`config.mk`:
```
export PLATFORM = sky130hd
export DESIGN_NAME = masked_bv8_inv_rand_sched_flat
export DESIGN_NICKNAME = d
export VERILOG_FILES = /design/src/rtl/masked_bv8_inv_rand_sched_if.sv /design/src/rtl/masked_bv8_inv_rand_sched.sv /design/src/flat_wrapper.sv
export SDC_FILE = /design/constraint.sdc
export NUM_CORES = 1
export LEC_CHECK = 0
export ABC_AREA = 1
export ABC_CLOCK_PERIOD_IN_PS = 2200
export CORE_MARGIN = 3
export CORE_UTILIZATION = 45
export CTS_CLUSTER_SIZE = 24
export DETAILED_ROUTE_END_ITERATION = 6
export GPL_TIMING_DRIVEN = 0
export PLACE_DENSITY = 0.77
export SYNTH_ARGS = -nofsm -noshare
export SYNTH_HDL_FRONTEND = slang
export SYNTH_SLANG_ARGS = --single-unit
```
`constraint.sdc`:
```
create_clock -name in_clock -period 2.2 [get_ports in_clock]
set_input_delay 0.66 -clock in_clock [delete_from_list [all_inputs] [get_ports in_clock]]
set_output_delay 0.66 -clock in_clock [all_outputs]
set_load 0.02 [all_outputs]
```
`src/rtl/masked_bv8_inv_rand_sched_if.sv`:
```
// Bundle between the randomness scheduler, the PRNG, the operand source and
// the stage1/stage2/stage3 inverse datapath.
//
// Handshakes: a PRNG word moves when in_rand_valid && out_rand_ready at a
// rising edge; an operand moves (out_issue) when in_valid && out_ready.
// Both ready signals depend only on registered state, never on the matching
// valid, so a producer may hold valid high and wait without a loop.
//
// dbg_state / dbg_cnt expose the sequencer state and buffer fill level for
// checkers.
interface masked_bv8_inv_rand_sched_if #(
  parameter int RAND_WIDTH = 32,
  parameter int S1_BITS    = 8,
  parameter int S2_BITS    = 16,
  parameter int S3_BITS    = 8
);
  localparam int CNT_W = $clog2(S1_BITS + S2_BITS + S3_BITS + RAND_WIDTH + 1);

  logic [RAND_WIDTH-1:0] in_rand_word;
  logic                  in_rand_valid;
  logic                  out_rand_ready;
  logic                  in_valid;
  logic                  out_ready;
  logic                  out_issue;
  logic [S1_BITS-1:0]    out_random_s1;
  logic [S2_BITS-1:0]    out_random_s2;
  logic [S3_BITS-1:0]    out_random_s3;
  logic                  out_valid;
  logic                  in_drain;
  logic                  out_idle;
  logic                  dbg_state;
  logic [CNT_W-1:0]      dbg_cnt;

  // Scheduler side
  modport slave (
    input  in_rand_word, in_rand_valid, in_valid, in_drain,
    output out_rand_ready, out_ready, out_issue, out_random_s1,
           out_random_s2, out_random_s3, out_valid, out_idle,
           dbg_state, dbg_cnt
  );

  // Environment side (operand source, PRNG, datapath)
  modport master (
    output in_rand_word, in_rand_valid, in_valid, in_drain,
    input  out_rand_ready, out_ready, out_issue, out_random_s1,
           out_random_s2, out_random_s3, out_valid, out_idle,
           dbg_state, dbg_cnt
  );
endinterface

```
`src/rtl/masked_bv8_inv_rand_sched.sv`:
```
// Randomness scheduler for the three-stage masked GF(2^8) inverse (HPC1).
// Buffers PRNG words, admits an operand only when a full set of stage
// randomness is buffered, hands each stage its slice in the cycle that stage
// captures the token, and tracks tokens in flight for valid/idle.
//
// Optional feature: define MASKED_INV_SCHED_STATS_EN to add out_starve_count,
// a saturating count of cycles an operand waited on randomness.
module masked_bv8_inv_rand_sched #(
  parameter int NUM_SHARES = 2,
  parameter int RAND_WIDTH = 32,
  parameter int S1_BITS    = 4 * NUM_SHARES * (NUM_SHARES - 1),
  parameter int S2_BITS    = 8 * NUM_SHARES * (NUM_SHARES - 1),
  parameter int S3_BITS    = 4 * NUM_SHARES * (NUM_SHARES - 1)
) (
  input  logic                       in_clock,
  input  logic                       in_reset,
  masked_bv8_inv_rand_sched_if.slave bus
`ifdef MASKED_INV_SCHED_STATS_EN
  ,
  output logic [15:0]                out_starve_count
`endif
);
  localparam int TOTAL_BITS = S1_BITS + S2_BITS + S3_BITS;
  localparam int BUF_BITS   = TOTAL_BITS + RAND_WIDTH;
  localparam int CNT_W      = $clog2(BUF_BITS + 1);
  localparam logic [CNT_W-1:0] TOTAL_C = CNT_W'(TOTAL_BITS);
  localparam logic [CNT_W-1:0] RAND_C  = CNT_W'(RAND_WIDTH);

  localparam logic [0:0] ST_RUN   = 1'b0;
  localparam logic [0:0] ST_DRAIN = 1'b1;

  logic [BUF_BITS-1:0] bit_buf_q, bit_buf_nxt, shifted, ins_mask, ins_word;
  logic [CNT_W-1:0]    cnt_q, cnt_nxt, base;
  logic [0:0]          state_q, state_nxt;
  logic [2:0]          v_q;
  logic [S2_BITS-1:0]  s2_q;
  logic [S3_BITS-1:0]  s3_a_q, s3_b_q;
  logic                rand_ready, ready, accept, issue;

  // Readies come from registered state only.
  assign rand_ready = (cnt_q <= TOTAL_C);
  assign ready      = (state_q == ST_RUN) && (cnt_q >= TOTAL_C);
  assign accept     = bus.in_rand_valid && rand_ready;
  assign issue      = bus.in_valid && ready;

  // Buffer update: drop the consumed set on issue, then append a new word
  // just above the surviving valid bits.
  always_comb begin
    shifted  = issue ? (bit_buf_q >> TOTAL_BITS) : bit_buf_q;
    base     = issue ? (cnt_q - TOTAL_C) : cnt_q;
    ins_mask = {{(BUF_BITS-RAND_WIDTH){1'b0}}, {RAND_WIDTH{1'b1}}} << base;
    ins_word = {{(BUF_BITS-RAND_WIDTH){1'b0}}, bus.in_rand_word} << base;
    bit_buf_nxt = shifted;
    cnt_nxt     = base;
    if (accept) begin
      bit_buf_nxt = (shifted & ~ins_mask) | ins_word;
      cnt_nxt     = base + RAND_C;
    end
  end

  // Buffer and fill-count registers.
  always_ff @(posedge in_clock) begin
    if (!in_reset) begin
      bit_buf_q <= '0;
      cnt_q     <= '0;
    end else begin
      bit_buf_q <= bit_buf_nxt;
      cnt_q     <= cnt_nxt;
    end
  end

  // Admission FSM: leave RUN on drain request, return once drained and released.
  always_comb begin
    state_nxt = state_q;
    case (state_q)
      ST_RUN:   if (bus.in_drain) state_nxt = ST_DRAIN;
      ST_DRAIN: if (!bus.in_drain && (v_q == 3'b000)) state_nxt = ST_RUN;
      default:  state_nxt = ST_RUN;
    endcase
  end

  // FSM state register.
  always_ff @(posedge in_clock) begin
    if (!in_reset) state_q <= ST_RUN;
    else           state_q <= state_nxt;
  end

  // Token valid pipe, one bit per stage.
  always_ff @(posedge in_clock) begin
    if (!in_reset) v_q <= 3'b000;
    else           v_q <= {v_q[1:0], issue};
  end

  // Later-stage slices ride along with their token; they only move on the
  // issue-shifted enables so every slice reaches exactly one token.
  always_ff @(posedge in_clock) begin
    if (!in_reset) begin
      s2_q   <= '0;
      s3_a_q <= '0;
      s3_b_q <= '0;
    end else begin
      if (issue) begin
        s2_q   <= bit_buf_q[S1_BITS +: S2_BITS];
        s3_a_q <= bit_buf_q[S1_BITS+S2_BITS +: S3_BITS];
      end
      if (v_q[0]) s3_b_q <= s3_a_q;
    end
  end

`ifdef MASKED_INV_SCHED_STATS_EN
  logic [15:0] starve_q;

  // Saturating count of cycles an operand waited for randomness while running.
  always_ff @(posedge in_clock) begin
    if (!in_reset) starve_q <= 16'h0000;
    else if (bus.in_valid && (state_q == ST_RUN) && (cnt_q < TOTAL_C) &&
             (starve_q != 16'hFFFF))
      starve_q <= starve_q + 16'h0001;
  end

  assign out_starve_count = starve_q;
`endif

  assign bus.out_rand_ready = rand_ready;
  assign bus.out_ready      = ready;
  assign bus.out_issue      = issue;
  assign bus.out_random_s1  = bit_buf_q[S1_BITS-1:0];
  assign bus.out_random_s2  = s2_q;
  assign bus.out_random_s3  = s3_b_q;
  assign bus.out_valid      = v_q[2];
  assign bus.out_idle       = (v_q == 3'b000);
  assign bus.dbg_state      = state_q;
  assign bus.dbg_cnt        = cnt_q;
endmodule
```
`src/flat_wrapper.sv`:
```
// flat-port wrapper written by rule: the top's interface ports become plain ports
module masked_bv8_inv_rand_sched_flat 
#(
  parameter int NUM_SHARES = 2,
  parameter int RAND_WIDTH = 32,
  parameter int S1_BITS    = 4 * NUM_SHARES * (NUM_SHARES - 1),
  parameter int S2_BITS    = 8 * NUM_SHARES * (NUM_SHARES - 1),
  parameter int S3_BITS    = 4 * NUM_SHARES * (NUM_SHARES - 1)
)
  (in_clock, in_reset, bus_in_rand_word, bus_in_rand_valid, bus_in_valid, bus_in_drain, bus_out_rand_ready, bus_out_ready, bus_out_issue, bus_out_random_s1, bus_out_random_s2, bus_out_random_s3, bus_out_valid, bus_out_idle, bus_dbg_state, bus_dbg_cnt);
  masked_bv8_inv_rand_sched_if #(.RAND_WIDTH(RAND_WIDTH), .S1_BITS(S1_BITS), .S2_BITS(S2_BITS), .S3_BITS(S3_BITS)) bus_i ();
  input  logic in_clock;
  input  logic in_reset;
  input wire logic [$bits(bus_i.in_rand_word)-1:0] bus_in_rand_word;
  input wire logic [$bits(bus_i.in_rand_valid)-1:0] bus_in_rand_valid;
  input wire logic [$bits(bus_i.in_valid)-1:0] bus_in_valid;
  input wire logic [$bits(bus_i.in_drain)-1:0] bus_in_drain;
  output wire logic [$bits(bus_i.out_rand_ready)-1:0] bus_out_rand_ready;
  output wire logic [$bits(bus_i.out_ready)-1:0] bus_out_ready;
  output wire logic [$bits(bus_i.out_issue)-1:0] bus_out_issue;
  output wire logic [$bits(bus_i.out_random_s1)-1:0] bus_out_random_s1;
  output wire logic [$bits(bus_i.out_random_s2)-1:0] bus_out_random_s2;
  output wire logic [$bits(bus_i.out_random_s3)-1:0] bus_out_random_s3;
  output wire logic [$bits(bus_i.out_valid)-1:0] bus_out_valid;
  output wire logic [$bits(bus_i.out_idle)-1:0] bus_out_idle;
  output wire logic [$bits(bus_i.dbg_state)-1:0] bus_dbg_state;
  output wire logic [$bits(bus_i.dbg_cnt)-1:0] bus_dbg_cnt;
  assign bus_i.in_rand_word = bus_in_rand_word;
  assign bus_i.in_rand_valid = bus_in_rand_valid;
  assign bus_i.in_valid = bus_in_valid;
  assign bus_i.in_drain = bus_in_drain;
  assign bus_out_rand_ready = bus_i.out_rand_ready;
  assign bus_out_ready = bus_i.out_ready;
  assign bus_out_issue = bus_i.out_issue;
  assign bus_out_random_s1 = bus_i.out_random_s1;
  assign bus_out_random_s2 = bus_i.out_random_s2;
  assign bus_out_random_s3 = bus_i.out_random_s3;
  assign bus_out_valid = bus_i.out_valid;
  assign bus_out_idle = bus_i.out_idle;
  assign bus_dbg_state = bus_i.dbg_state;
  assign bus_dbg_cnt = bus_i.dbg_cnt;
  masked_bv8_inv_rand_sched #(.NUM_SHARES(NUM_SHARES), .RAND_WIDTH(RAND_WIDTH), .S1_BITS(S1_BITS), .S2_BITS(S2_BITS), .S3_BITS(S3_BITS)) u_core (.in_clock(in_clock), .in_reset(in_reset), .bus(bus_i));
endmodule
```
==> metrics.txt <==
setup violation total in the final timing report=0; area share of the largest cell type after synthesis=0.428; min-delay src=u_core.v_q[1]; pin count of the biggest net entering global routing=20; clock latency reported for the late side of the worst-skew pair=380 ps; I/O pin cnt=82; Most used DFF post-synth=dfxtp_1; global-route wire length before repair=20.4 mm; flop-to-flop setup slack=180 ps; Synth Cell Area=4770 µm²; root cell of the clock tree=clkbuf_8; number of antenna violations at the first check in global routing=0; Final Routed Wirelength=12.0 mm; Layout Area Growth over Synthesis=25.9%; area of the multi-input gates=2060 µm²; non-filler cells in the finished layout=977; count leader, synth=nor2_1; count of flip-flops with a built-in enable after synthesis=0; Hold Path Sink=u_core.v_q[2]; clock-pin slew on the worst setup and hold paths=100 ps; most used cell along the critical path=inv_4; final-layout fill cell count=944; number of nets in the final layout=878; layout cells sized above 1=0.0912; diode count=0; Static Leakage=2.84 nW; maximum capacitance violations=0; worst stage delay on the critical path=400 ps; total die area=11,900 µm²; placed wire-length estimate after detailed placement=8.13 mm; highest clock frequency the design can meet=0.468 GHz; total congestion overflow=0; number of H-tree branching levels=3; count of antenna-violating nets left after detailed routing=0; CTS hold repair buffers=0; critical path launch point=u_core.bus.dbg_cnt[5]; R2R cell count=11; reg-to-reg critical path startpoint=u_core.bus.dbg_cnt[5]; average instance area after synthesis=6.44 µm²; cell types occupying the most area after synthesis=dfxtp_1 (43%), nor2_1 (17%), nand2_1 (12%); clock tree buffer depth=2; critical-path maximum fanout=7; count of port buffers added during placement=75; initial cell density of the core=0.475; final-layout worst hold slack=433 ps; total number of clock tree sinks=102; CTS tree=built; Die Width=109 µm; standard-cell rows=36; ratio of routed vias to standard cells=4.66; Worst slew margin=0.619; Yosys cell types=21; clock buffers created by TritonCTS=9; launching element type of the critical path=flop; portion of the clock cycle consumed by the worst path in the final layout=0.971; Final Max Slew Viols=0; Sequential cell area=2050 µm²; slew of the pin with the lowest slew margin=571 ps; proportion of synthesized chip area in sequential cells=0.428; Final Wtd Congestion=0.853; fin util=0.598; routed via count=4,554; pwr dens=954 nW/µm²; cell count after synthesis=740; cells along the critical path=inv_4, ha_4, nor2_4, nand2_2, buf_6, inv_4, buf_8; via count of the first global-routing pass=4,271; proportion of synthesized flip-flops having asynchronous set or reset=0; first-iteration detailed-routing DRC count=252; list of most frequent post-synthesis cells=nor2_1 (221), nand2_1 (157), dfxtp_1 (102); Die Ht=109 µm; shortest clock period the worst path allows after layout=2140 ps; Hold Vio Cnt, Final=0; number of design rule violations left after detail routing=0; number of placed instances with taps included=952; number of synthesized register bits=102; Critical Path AT=1480 ps; cell at the slowest stage of the critical path=dfxtp_4; Setup Crit Path Kind=reg2out; number of synthesis warnings=0; post-placement worst setup slack=-1010 ps; endpoint of the worst register-to-register path=u_core.s3_a_q[7]; clock skew after layout=7.29 ps; run status=finished, final reports clean; Core Area=10,000 µm²; per-cell routed wire length=12.3 µm; worst hold path class=reg2reg; VDD IR max=0.000344 V; critical path capture point type=primary output; final worst slack=63.7 ps; Synth area leader=dfxtp_1; DR pass1 iterations=6; number of instances on the worst hold path=2; global-route total usage across every layer=0.215; required time of the worst setup path=1540 ps
registers in the layout (all words and copies together) (netlist names):
| register | count |
|---|---|
| u_core.v_q | 3 |
| u_core.s3_a_q | 8 |
| u_core.bus.out_random_s3 | 8 |
| u_core.bus.dbg_state | 1 |
| u_core.bus.out_random_s2 | 16 |
| u_core.bus.dbg_cnt | 2 |
| u_core.bit_buf_q | 64 |
metal layers:
| metal | vias to the layer above | global-route usage | wire (µm) | share of wire |
|---|---|---|---|---|
| li1 | 2403 | - | - | - |
| met1 | 2002 | 0.302 | 5610 | 0.47 |
| met2 | 134 | 0.337 | 5400 | 0.45 |
| met3 | 15 | 0.0373 | 782 | 0.065 |
| met4 | 0 | 0.0685 | 189 | 0.016 |
| met5 | - | 0 | 0 | 0 |
worst max-delay path, delay by kind of cell, from the launching register on:
family,cells,cell delay [ps]
adder cells (fa/ha/maj),1,150
buffers and inverters,4,380
AND/OR/NAND/NOR,2,160
flip-flops,1,400
worst max-delay path by stage:
stage	endpoint	slack [ps]	cells past startpoint
final	bus_out_issue	60	7
after global routing	bus_out_issue	-3	7
after CTS	bus_out_issue	-30	8
after detailed placement	bus_out_issue	-1010	7
after global placement	bus_out_issue	-1000	7
after floorplan	bus_out_issue	30	8
through the flow:
stage	setup TNS, ps	power (mW)	area (µm²)
6_report	0	5.72	6000
5_1_grt	-3.03	6.14	6000
4_1_cts	-34.9	5.71	5960
3_5_place_dp	-10400	4.41	5700
3_3_place_gp	-9200	4.39	5700
2_1_floorplan	0	3.76	4790
logic make-up after synthesis:
family / synth area share
AND/OR/NAND/NOR: 0.351
AO/OA/AOI/OAI: 0.0685
other: 0.000787
adder cells (fa/ha/maj): 0.00525
flip-flops: 0.428
buffers and inverters: 0.146
timing repair:
item,CTS,global route
cloned,0,0
gates resized for setup,27,0
setup endpoints to repair,4,1
pin swaps,1,2
setup buffers,3,8
power by group:
part           internal [mW]  total [mW]  switching, mW
sequential              2.18        2.34          0.161
combinational          0.852        2.12           1.27
clock                  0.553        1.26          0.711
area by class of cell:
cell class,count,area share
well taps,133,0.0277
plain buffers,57,0.0540
inverters,96,0.0613
multi-input cells,487,0.343
clock buffers,9,0.0206
clock inverters,7,0.0142
flip-flops and latches,102,0.341
repair buffers,86,0.138
cells in the final DEF, fill, tap and decap left out:
cell type        Yosys  final
buf_2               17     17
nor2_4               1      1
dfxtp_4              0      2
dlygate4sd2_1        0      3
nor3_1               1      1
buf_4               15     25
ha_4                 0      1
clkbuf_8             0      9
dfxtp_1            102    100
a21boi_2             1      1
clkbuf_1            20     20
nand3_1              4      4
nand3_2              1      1
buf_6                5      5
inv_6                0      4
inv_1               96     93
buf_1                2      2
nand4_1             27     27
bufinv_16            0      1
clkdlybuf4s50_1      0     70
inv_8                0      1
nand2_1            157    157
inv_4                0      3
conb_1               1      5
nor2_1             221    221
o21ai_0             60     60
a21oi_1              3      3
nor2_8               1      1
nand2_2              3      3
buf_8                0      1
ha_1                 2      1
clkinv_4             0      1
Note: power is estimated with default switching activity, not from simulation.
